$ cat config.mk
export PLATFORM = sky130hd
export DESIGN_NAME = rename_dispatch
export DESIGN_NICKNAME = d
export VERILOG_FILES = /design/src/rtl/rename_dispatch_pkg.sv /design/src/rtl/fifo.sv /design/src/rtl/rename_dispatch_free_list.sv /design/src/rtl/rename_dispatch.sv
export SDC_FILE = /design/constraint.sdc
export NUM_CORES = 1
export LEC_CHECK = 0
export BUFFER_PORTS_ARGS = -buffer_cell sky130_fd_sc_hd__buf_2
export CORE_ASPECT_RATIO = 0.7
export CORE_MARGIN = 2
export CORE_UTILIZATION = 25
export DETAILED_ROUTE_END_ITERATION = 10
export GPL_TIMING_DRIVEN = 0
export PLACE_DENSITY = 0.44
export SLEW_MARGIN = 20
export SYNTH_ARGS = -nofsm -noshare
export SYNTH_HDL_FRONTEND = slang
export SYNTH_HIERARCHICAL = 1
export SYNTH_SLANG_ARGS = --single-unit
$ cat constraint.sdc
create_clock -name clk_i -period 4.2 [get_ports clk_i]
set_input_delay 0.63 -clock clk_i [delete_from_list [all_inputs] [get_ports clk_i]]
set_output_delay 0.63 -clock clk_i [all_outputs]
set_load 0.1 [all_outputs]
$ cat src/rtl/rename_dispatch_pkg.sv
// Shared definitions for the rename/dispatch stage: architectural register
// count, instruction field positions and the old-mapping queue entry layout.
package rename_dispatch_pkg;

    localparam int NUM_ARCH_REGS  = 32;
    localparam int ARCH_W         = 5;
    localparam int RD_LSB         = 7;
    localparam int RS1_LSB        = 15;
    localparam int RS2_LSB        = 20;
    localparam int PREG_W_DEFAULT = 6;

    typedef logic [ARCH_W-1:0]         areg_t;
    typedef logic [PREG_W_DEFAULT-1:0] preg_t;

    // One entry per dispatched instruction, retired in program order at commit.
    typedef struct packed {
        logic  wr;
        preg_t old_prd;
    } old_map_t;

    // Extract a 5-bit architectural register field starting at bit lsb.
    function automatic areg_t arch_field(input logic [31:0] inst, input int lsb);
        return inst[lsb +: ARCH_W];
    endfunction

endpackage

$ cat src/rtl/fifo.sv
// Generic synchronous FIFO with full/empty flags; push when full and pop when
// empty are ignored. Read data is the current head, valid while not empty.
module fifo #(
    parameter int WIDTH = 8,
    parameter int DEPTH = 4
) (
    input  logic             clk,
    input  logic             reset,
    input  logic             push,
    input  logic [WIDTH-1:0] wdata,
    input  logic             pop,
    output logic [WIDTH-1:0] rdata,
    output logic             full,
    output logic             empty
);

    localparam int PTR_W = (DEPTH > 1) ? $clog2(DEPTH) : 1;
    localparam int CNT_W = $clog2(DEPTH + 1);

    logic [WIDTH-1:0] mem [DEPTH];
    logic [PTR_W-1:0] wr_ptr;
    logic [PTR_W-1:0] rd_ptr;
    logic [CNT_W-1:0] count;
    logic             do_push;
    logic             do_pop;

    function automatic logic [PTR_W-1:0] next_ptr(input logic [PTR_W-1:0] ptr);
        return (ptr == PTR_W'(DEPTH - 1)) ? '0 : ptr + 1'b1;
    endfunction

    assign full    = (count == CNT_W'(DEPTH));
    assign empty   = (count == '0);
    assign do_push = push && !full;
    assign do_pop  = pop && !empty;
    assign rdata   = mem[rd_ptr];

    // Pointer and occupancy bookkeeping.
    always_ff @(posedge clk) begin
        if (reset) begin
            wr_ptr <= '0;
            rd_ptr <= '0;
            count  <= '0;
        end else begin
            if (do_push) wr_ptr <= next_ptr(wr_ptr);
            if (do_pop)  rd_ptr <= next_ptr(rd_ptr);
            count <= count + CNT_W'(do_push) - CNT_W'(do_pop);
        end
    end

    // Storage write; contents need no reset since occupancy gates every read.
    always_ff @(posedge clk) begin
        if (do_push) mem[wr_ptr] <= wdata;
    end

endmodule

$ cat src/rtl/rename_dispatch_free_list.sv
// Circular free list of physical registers. Reset loads it full with the
// registers above the architectural range, in ascending order from the head.
module preg_free_list
    import rename_dispatch_pkg::*;
#(
    parameter int NUM_PREGS = 64,
    parameter int PREG_W    = 6
) (
    input  logic              clk,
    input  logic              reset,
    input  logic              push,
    input  logic [PREG_W-1:0] push_preg,
    input  logic              pop,
    output logic [PREG_W-1:0] head,
    output logic [PREG_W:0]   count
);

    localparam int DEPTH = NUM_PREGS - NUM_ARCH_REGS;
    localparam int IDX_W = (DEPTH > 1) ? $clog2(DEPTH) : 1;

    logic [PREG_W-1:0] mem [DEPTH];
    logic [PREG_W-1:0] head_ptr;
    logic [PREG_W-1:0] tail_ptr;

    // Pointers are full register-address width but wrap at the list depth.
    function automatic logic [PREG_W-1:0] next_ptr(input logic [PREG_W-1:0] ptr);
        return (ptr == PREG_W'(DEPTH - 1)) ? '0 : ptr + 1'b1;
    endfunction

    assign head = mem[head_ptr[IDX_W-1:0]];

    // Reset reload of the list plus push/pop of registers and pointers.
    always_ff @(posedge clk) begin
        if (reset) begin
            for (int i = 0; i < DEPTH; i++) begin
                mem[i] <= PREG_W'(NUM_ARCH_REGS + i);
            end
            head_ptr <= '0;
            tail_ptr <= '0;
            count    <= (PREG_W+1)'(DEPTH);
        end else begin
            if (push) begin
                mem[tail_ptr[IDX_W-1:0]] <= push_preg;
                tail_ptr <= next_ptr(tail_ptr);
            end
            if (pop) head_ptr <= next_ptr(head_ptr);
            count <= count + (PREG_W+1)'(push) - (PREG_W+1)'(pop);
        end
    end

endmodule

$ cat src/rtl/rename_dispatch.sv
// Rename/dispatch stage: maps rs1/rs2/rd through the register alias table,
// allocates new destinations from the free list, and returns superseded
// physical registers to the free list when the ROB commits in order.
module rename_dispatch
    import rename_dispatch_pkg::*;
#(
    parameter int NUM_PREGS = 64,
    parameter int PREG_W    = 6,
    parameter int ROB_DEPTH = 32
) (
    input  logic              clk_i,
    input  logic              reset_i,
    input  logic              inst_valid_i,
    input  logic [31:0]       inst_i,
    input  logic [31:0]       pc_i,
    input  logic              rd_wen_i,
    output logic              inst_ready_o,
    input  logic              rob_full_i,
    output logic              allocate_req_o,
    output logic [PREG_W-1:0] prd_addr_o,
    output logic [PREG_W-1:0] prs1_addr_o,
    output logic [PREG_W-1:0] prs2_addr_o,
    output logic [31:0]       pc_o,
    output logic [31:0]       inst_o,
    input  logic              commit_valid_i,
    output logic [PREG_W:0]   free_cnt_o
);

    logic [PREG_W-1:0] rat [NUM_ARCH_REGS];

    areg_t             rd;
    areg_t             rs1;
    areg_t             rs2;
    logic              wr;
    logic              fire;
    logic [PREG_W-1:0] old_prd;
    logic [PREG_W-1:0] fl_head;
    logic              fl_push;
    logic              fl_pop;
    logic              oldq_full;
    logic              oldq_empty;
    logic              oldq_pop;
    logic [PREG_W:0]   oldq_wdata;
    logic [PREG_W:0]   oldq_rdata;

    assign rd  = arch_field(inst_i, RD_LSB);
    assign rs1 = arch_field(inst_i, RS1_LSB);
    assign rs2 = arch_field(inst_i, RS2_LSB);

    // Writes to x0 are not renamed and never consume a free register.
    assign wr   = rd_wen_i && (rd != '0);
    assign inst_ready_o = !reset_i && !rob_full_i && !oldq_full &&
                          (!wr || (free_cnt_o != '0));
    assign fire = inst_valid_i && inst_ready_o;
    assign allocate_req_o = fire;

    assign pc_o   = pc_i;
    assign inst_o = inst_i;

    // Lookups read the pre-update table, so rs==rd sees the old mapping.
    assign prs1_addr_o = (rs1 == '0) ? '0 : rat[rs1];
    assign prs2_addr_o = (rs2 == '0) ? '0 : rat[rs2];
    assign old_prd     = (rd == '0) ? '0 : rat[rd];
    assign prd_addr_o  = wr ? fl_head : old_prd;

    // Every dispatched instruction records its superseded mapping.
    assign oldq_wdata = {wr, old_prd};
    assign oldq_pop   = commit_valid_i && !oldq_empty;
    assign fl_push    = oldq_pop && oldq_rdata[PREG_W];
    assign fl_pop     = fire && wr;

    // Alias table: identity at reset, renamed destination on each writing fire.
    always_ff @(posedge clk_i) begin
        if (reset_i) begin
            for (int i = 0; i < NUM_ARCH_REGS; i++) begin
                rat[i] <= PREG_W'(i);
            end
        end else if (fl_pop) begin
            rat[rd] <= fl_head;
        end
    end

    preg_free_list #(
        .NUM_PREGS (NUM_PREGS),
        .PREG_W    (PREG_W)
    ) u_free_list (
        .clk       (clk_i),
        .reset     (reset_i),
        .push      (fl_push),
        .push_preg (oldq_rdata[PREG_W-1:0]),
        .pop       (fl_pop),
        .head      (fl_head),
        .count     (free_cnt_o)
    );

    fifo #(
        .WIDTH (PREG_W + 1),
        .DEPTH (ROB_DEPTH)
    ) u_old_map_q (
        .clk   (clk_i),
        .reset (reset_i),
        .push  (fire),
        .wdata (oldq_wdata),
        .pop   (oldq_pop),
        .rdata (oldq_rdata),
        .full  (oldq_full),
        .empty (oldq_empty)
    );

endmodule

==> run_results.csv <==
group,metric,value,unit
outcome,status,"finished with violations",
outcome,violations,"setup timing",
grt,grt_max_degree,36,
clock_tree,cts.clk_slew.worst_paths,0.06,ns
critical_path,r2r_slack,0.21,ns
floorplan,die_w,439,um
floorplan,initial_core_util,25.3,%
critical_path,r2r_cells,9,
layout,multiInputGateArea,0.0132,mm2
layout,n_fill_cell,13160,
synth,synth_ff_type,"edfxtp_1",
synth,synth_edf_count,608,
grt,grtUsageTotal,18.9,%
critical_path,crit_chain,"buf_2 -> buf_2 -> buf_2 -> mux2i_1 -> o22ai_1 -> nor4_4 -> a31oi_2 -> buf_6",
grt,grt_pass1_vias,22447,
synth,synthArstFlopShare,0,%
critical_path,cp_top_family,"buffers and inverters",
synth,synth_warnings,6,
pwr,p_leak,12.6,nW
sta,rsz0062_at_grt,"true",
detailed_routing,via_per_inst,5.25,
placement,post-place-ws,-0.806,ns
sta,finalSetupViolCount,3,
detailed_routing,drtAntennaViolNets,0,
synth,yosysMostFrequentCell,"edfxtp_1",
run,drv_cap,0,
clock_tree,cts_buffers,71,
synth,synth_commonest_cells,"608 x edfxtp_1, 189 x mux2i_1, 146 x mux4_2",
sta,tightest_slew,1.19,ns
critical_path,worst_ep_required_time,3.57,ns
clock_tree,clock_path_buffers,3,
placement,placedCellCount,4270,
detailed_routing,post-route-drc-count,0,
critical_path,r2r-end,"u_free_list/mem[0][4]",
detailed_routing,vias,23148,
sta,hold_viol,0,
layout,instances_no_fill,4413,
critical_path,cpMostUsedCell,"buf_2",
pwr,p_total,0.0180,W
clock_tree,postCtsHoldBufs,0,
clock_tree,ctsHtreeMaxLevel,3,
worst_hold_path,hp-start,"u_free_list/head_ptr[5]",
critical_path,crit_fanout,10,
grt,antenna_found_initial,14,
detailed_routing,first_pass_iters,6,
critical_path,cp-start-kind,"input pin",
sta,fmax,230,MHz
synth,ys_top_cells_by_area,"edfxtp_1 55%, mux4_2 9.9%, mux2i_1 5.7%",
synth,synth-seq-area-share,57.8,%
synth,yosysTopAreaCellShare,55.1,%
worst_hold_path,hold_path_class,"reg -> reg",
sta,max-slew-margin-rel,20.4,%
floorplan,coreArea,0.131,mm2
critical_path,critical_path_class,"in -> out",
layout,nets,2697,
placement,gp_congestion,0.996,
grt,grt_pass1_wl,179,mm
sta,fin_crit_sh,104,%
synth,synth_seq_cells,653,
synth,synthCells,2402,
sta,worst_slack,-0.148,ns
layout,ff_latch_area,0.0192,mm2
floorplan,rows,111,
pwr,p_per_area,459,mW/mm2
placement,dpl.hpwl,97.3,mm
synth,syn-cell-area,0.0331,mm2
clock_tree,cts_tree,"built",
clock_tree,clk_latency,0.68,ns
floorplan,dieHeight,309,um
floorplan,pin_count,161,
synth,synth.distinct_cells,68,
sta,clock_skew,0.0538,ns
grt,grt_overflow_total,0,
pwr,max-vdd-ir-drop,0.288,mV
clock_tree,clock_sinks,653,
detailed_routing,wirelength,130,mm
layout,final_layout_size_suffix_gt1_share,25.7,%
sta,fin_crit,4.35,ns
worst_hold_path,hold_path_end,"u_free_list/head_ptr[5]",
worst_hold_path,holdPathStages,2,
critical_path,cpPeakStageDelay,0.69,ns
placement,port_buffers,104,
critical_path,slowest_stage,"mux2i_1",
clock_tree,cts_root_buf,"clkbuf_16",
synth,avgSynthCellArea,13.8,um2
floorplan,die_area,0.136,mm2
critical_path,critical_path_arrival,3.72,ns
critical_path,critPathBufInv,4,
layout,areaGrowthSynthToFinish,18.7,%
detailed_routing,post_drt_wl_per_cell,29.5,um
synth,post-synth-top-area-cell,"edfxtp_1",
detailed_routing,drt_iter0_markers,3011,
sta,slew_violations,0,
critical_path,end_kind,"primary output",
per-stage QoR:
| stage | hold slack [ns] | utilization [%] | cell area [um2] | TNS, ns |
|---|---|---|---|---|
| floorplan | 0.453 | - | 33300 | -0.260 |
| global placement | 0.477 | 27.4 | 36000 | -316.42 |
| detailed placement | 0.481 | 27.7 | 36300 | -38.02 |
| global route | 0.545 | 30.0 | 39300 | -0.204 |
| CTS | 0.494 | 29.8 | 39200 | 0 |
| finish | 0.496 | 30.0 | 39300 | -0.253 |
worst max-delay path by stage:
| stage | end | from | depth (start not counted) | slack, ns |
|---|---|---|---|---|
| 3_5_place_dp | prd_addr_o[5] | inst_i[9] | 8 | -0.81 |
| 3_3_place_gp | u_old_map_q/mem[21][4] | inst_i[8] | 7 | -1.77 |
| 2_1_floorplan | u_old_map_q/count[4] | inst_i[7] | 17 | -0.26 |
| 6_report | prd_addr_o[0] | inst_i[8] | 8 | -0.15 |
| 5_1_grt | prd_addr_o[0] | flop | 11 | -0.08 |
| 4_1_cts | prd_addr_o[4] | flop | 11 | 0.01 |
placed cells by master (no fill, tap or decap), types with 16 or more instances in the layout:
| cell type | netlist | routed |
|---|---|---|
| edfxtp_1 | 608 | 608 |
| mux2i_1 | 189 | 185 |
| mux4_2 | 146 | 150 |
| buf_2 | 56 | 145 |
| clkbuf_1 | 116 | 114 |
| nor2_1 | 105 | 103 |
| or3_1 | 103 | 103 |
| nand2_1 | 103 | 99 |
| buf_4 | 76 | 90 |
| and2_1 | 87 | 86 |
| clkbuf_16 | 0 | 73 |
| and3_1 | 71 | 71 |
| a22oi_1 | 52 | 52 |
| nor3_1 | 51 | 51 |
| o22ai_1 | 57 | 49 |
| dfxtp_1 | 45 | 45 |
| nand2b_1 | 44 | 44 |
| a21oi_1 | 50 | 43 |
| or2_2 | 41 | 41 |
| nor2b_1 | 35 | 35 |
| nand3_1 | 44 | 34 |
| inv_1 | 31 | 29 |
| ha_1 | 28 | 26 |
| a21o_1 | 21 | 21 |
| nand3b_1 | 21 | 21 |
| nor4_2 | 2 | 20 |
| nor4_4 | 10 | 17 |
| buf_6 | 6 | 16 |
final cells by class:
cell class | instances | share of cell area, %
well taps | 1751 | 5.57
flip-flops and latches | 653 | 48.7
repair buffers | 118 | 1.95
clock buffers | 91 | 4.84
clock inverters | 40 | 1.15
diodes | 7 | 0.0445
inverters | 33 | 0.321
plain buffers | 263 | 3.95
multi-input cells | 1457 | 33.5
sequential cells by signal, indices dropped and copies added (netlist names), named ones only:
name	count
rat	192
u_free_list/count	7
u_free_list/head_ptr	6
u_free_list/mem	192
u_free_list/tail_ptr	6
u_old_map_q/count	6
u_old_map_q/mem	224
u_old_map_q/rd_ptr	5
u_old_map_q/wr_ptr	5
cell families after synthesis:
logic type      synth area share (%)
xor+xnor                       0.343
simple gates                    14.5
buf+inv                         4.67
mux                             16.6
compound gates                  4.96
flops                           57.8
fa+ha+maj                       1.18
other cells                   0.0113
worst register-to-register path, cell delays in order, from the launching register on:
cell	delay (ns)
dfxtp_1	0.30
buf_4	0.19
buf_4	0.24
buf_2	0.36
mux4_2	0.37
a22oi_1	0.55
nand4_1	0.46
inv_1	0.25
clkbuf_1	0.79
nor3_1	0.14
repair_timing:
action | CTS | global route
setup buffers | 3 | 3
hold endpoints to repair | 0 | 0
endpoints found under the setup margin | 218 | 86
gates resized for setup | 106 | 30
pin swaps | 2 | 1
power by group:
group | total (W) | internal [W] | switching, W | leakage, nW
clock | 0.00647 | 0.00363 | 0.00284 | 1.14
combinational | 0.00408 | 0.00107 | 0.00301 | 5.73
sequential | 0.00750 | 0.00735 | 0.000151 | 5.78
total | 0.0180 | 0.0120 | 0.00600 | 12.6
per-layer routing:
layer  wire (um)  share of wire [%]  track usage [%]  up-vias
met5          26              0.020                0        -
met4        2710                2.1             4.36        4
met3       14100                 11             6.11      155
met2       53300                 41             26.0     1184
met1       59900                 46             28.3    12143
li1            -                  -                -     9662
No activity file was read; power rests on OpenSTA's default activity.
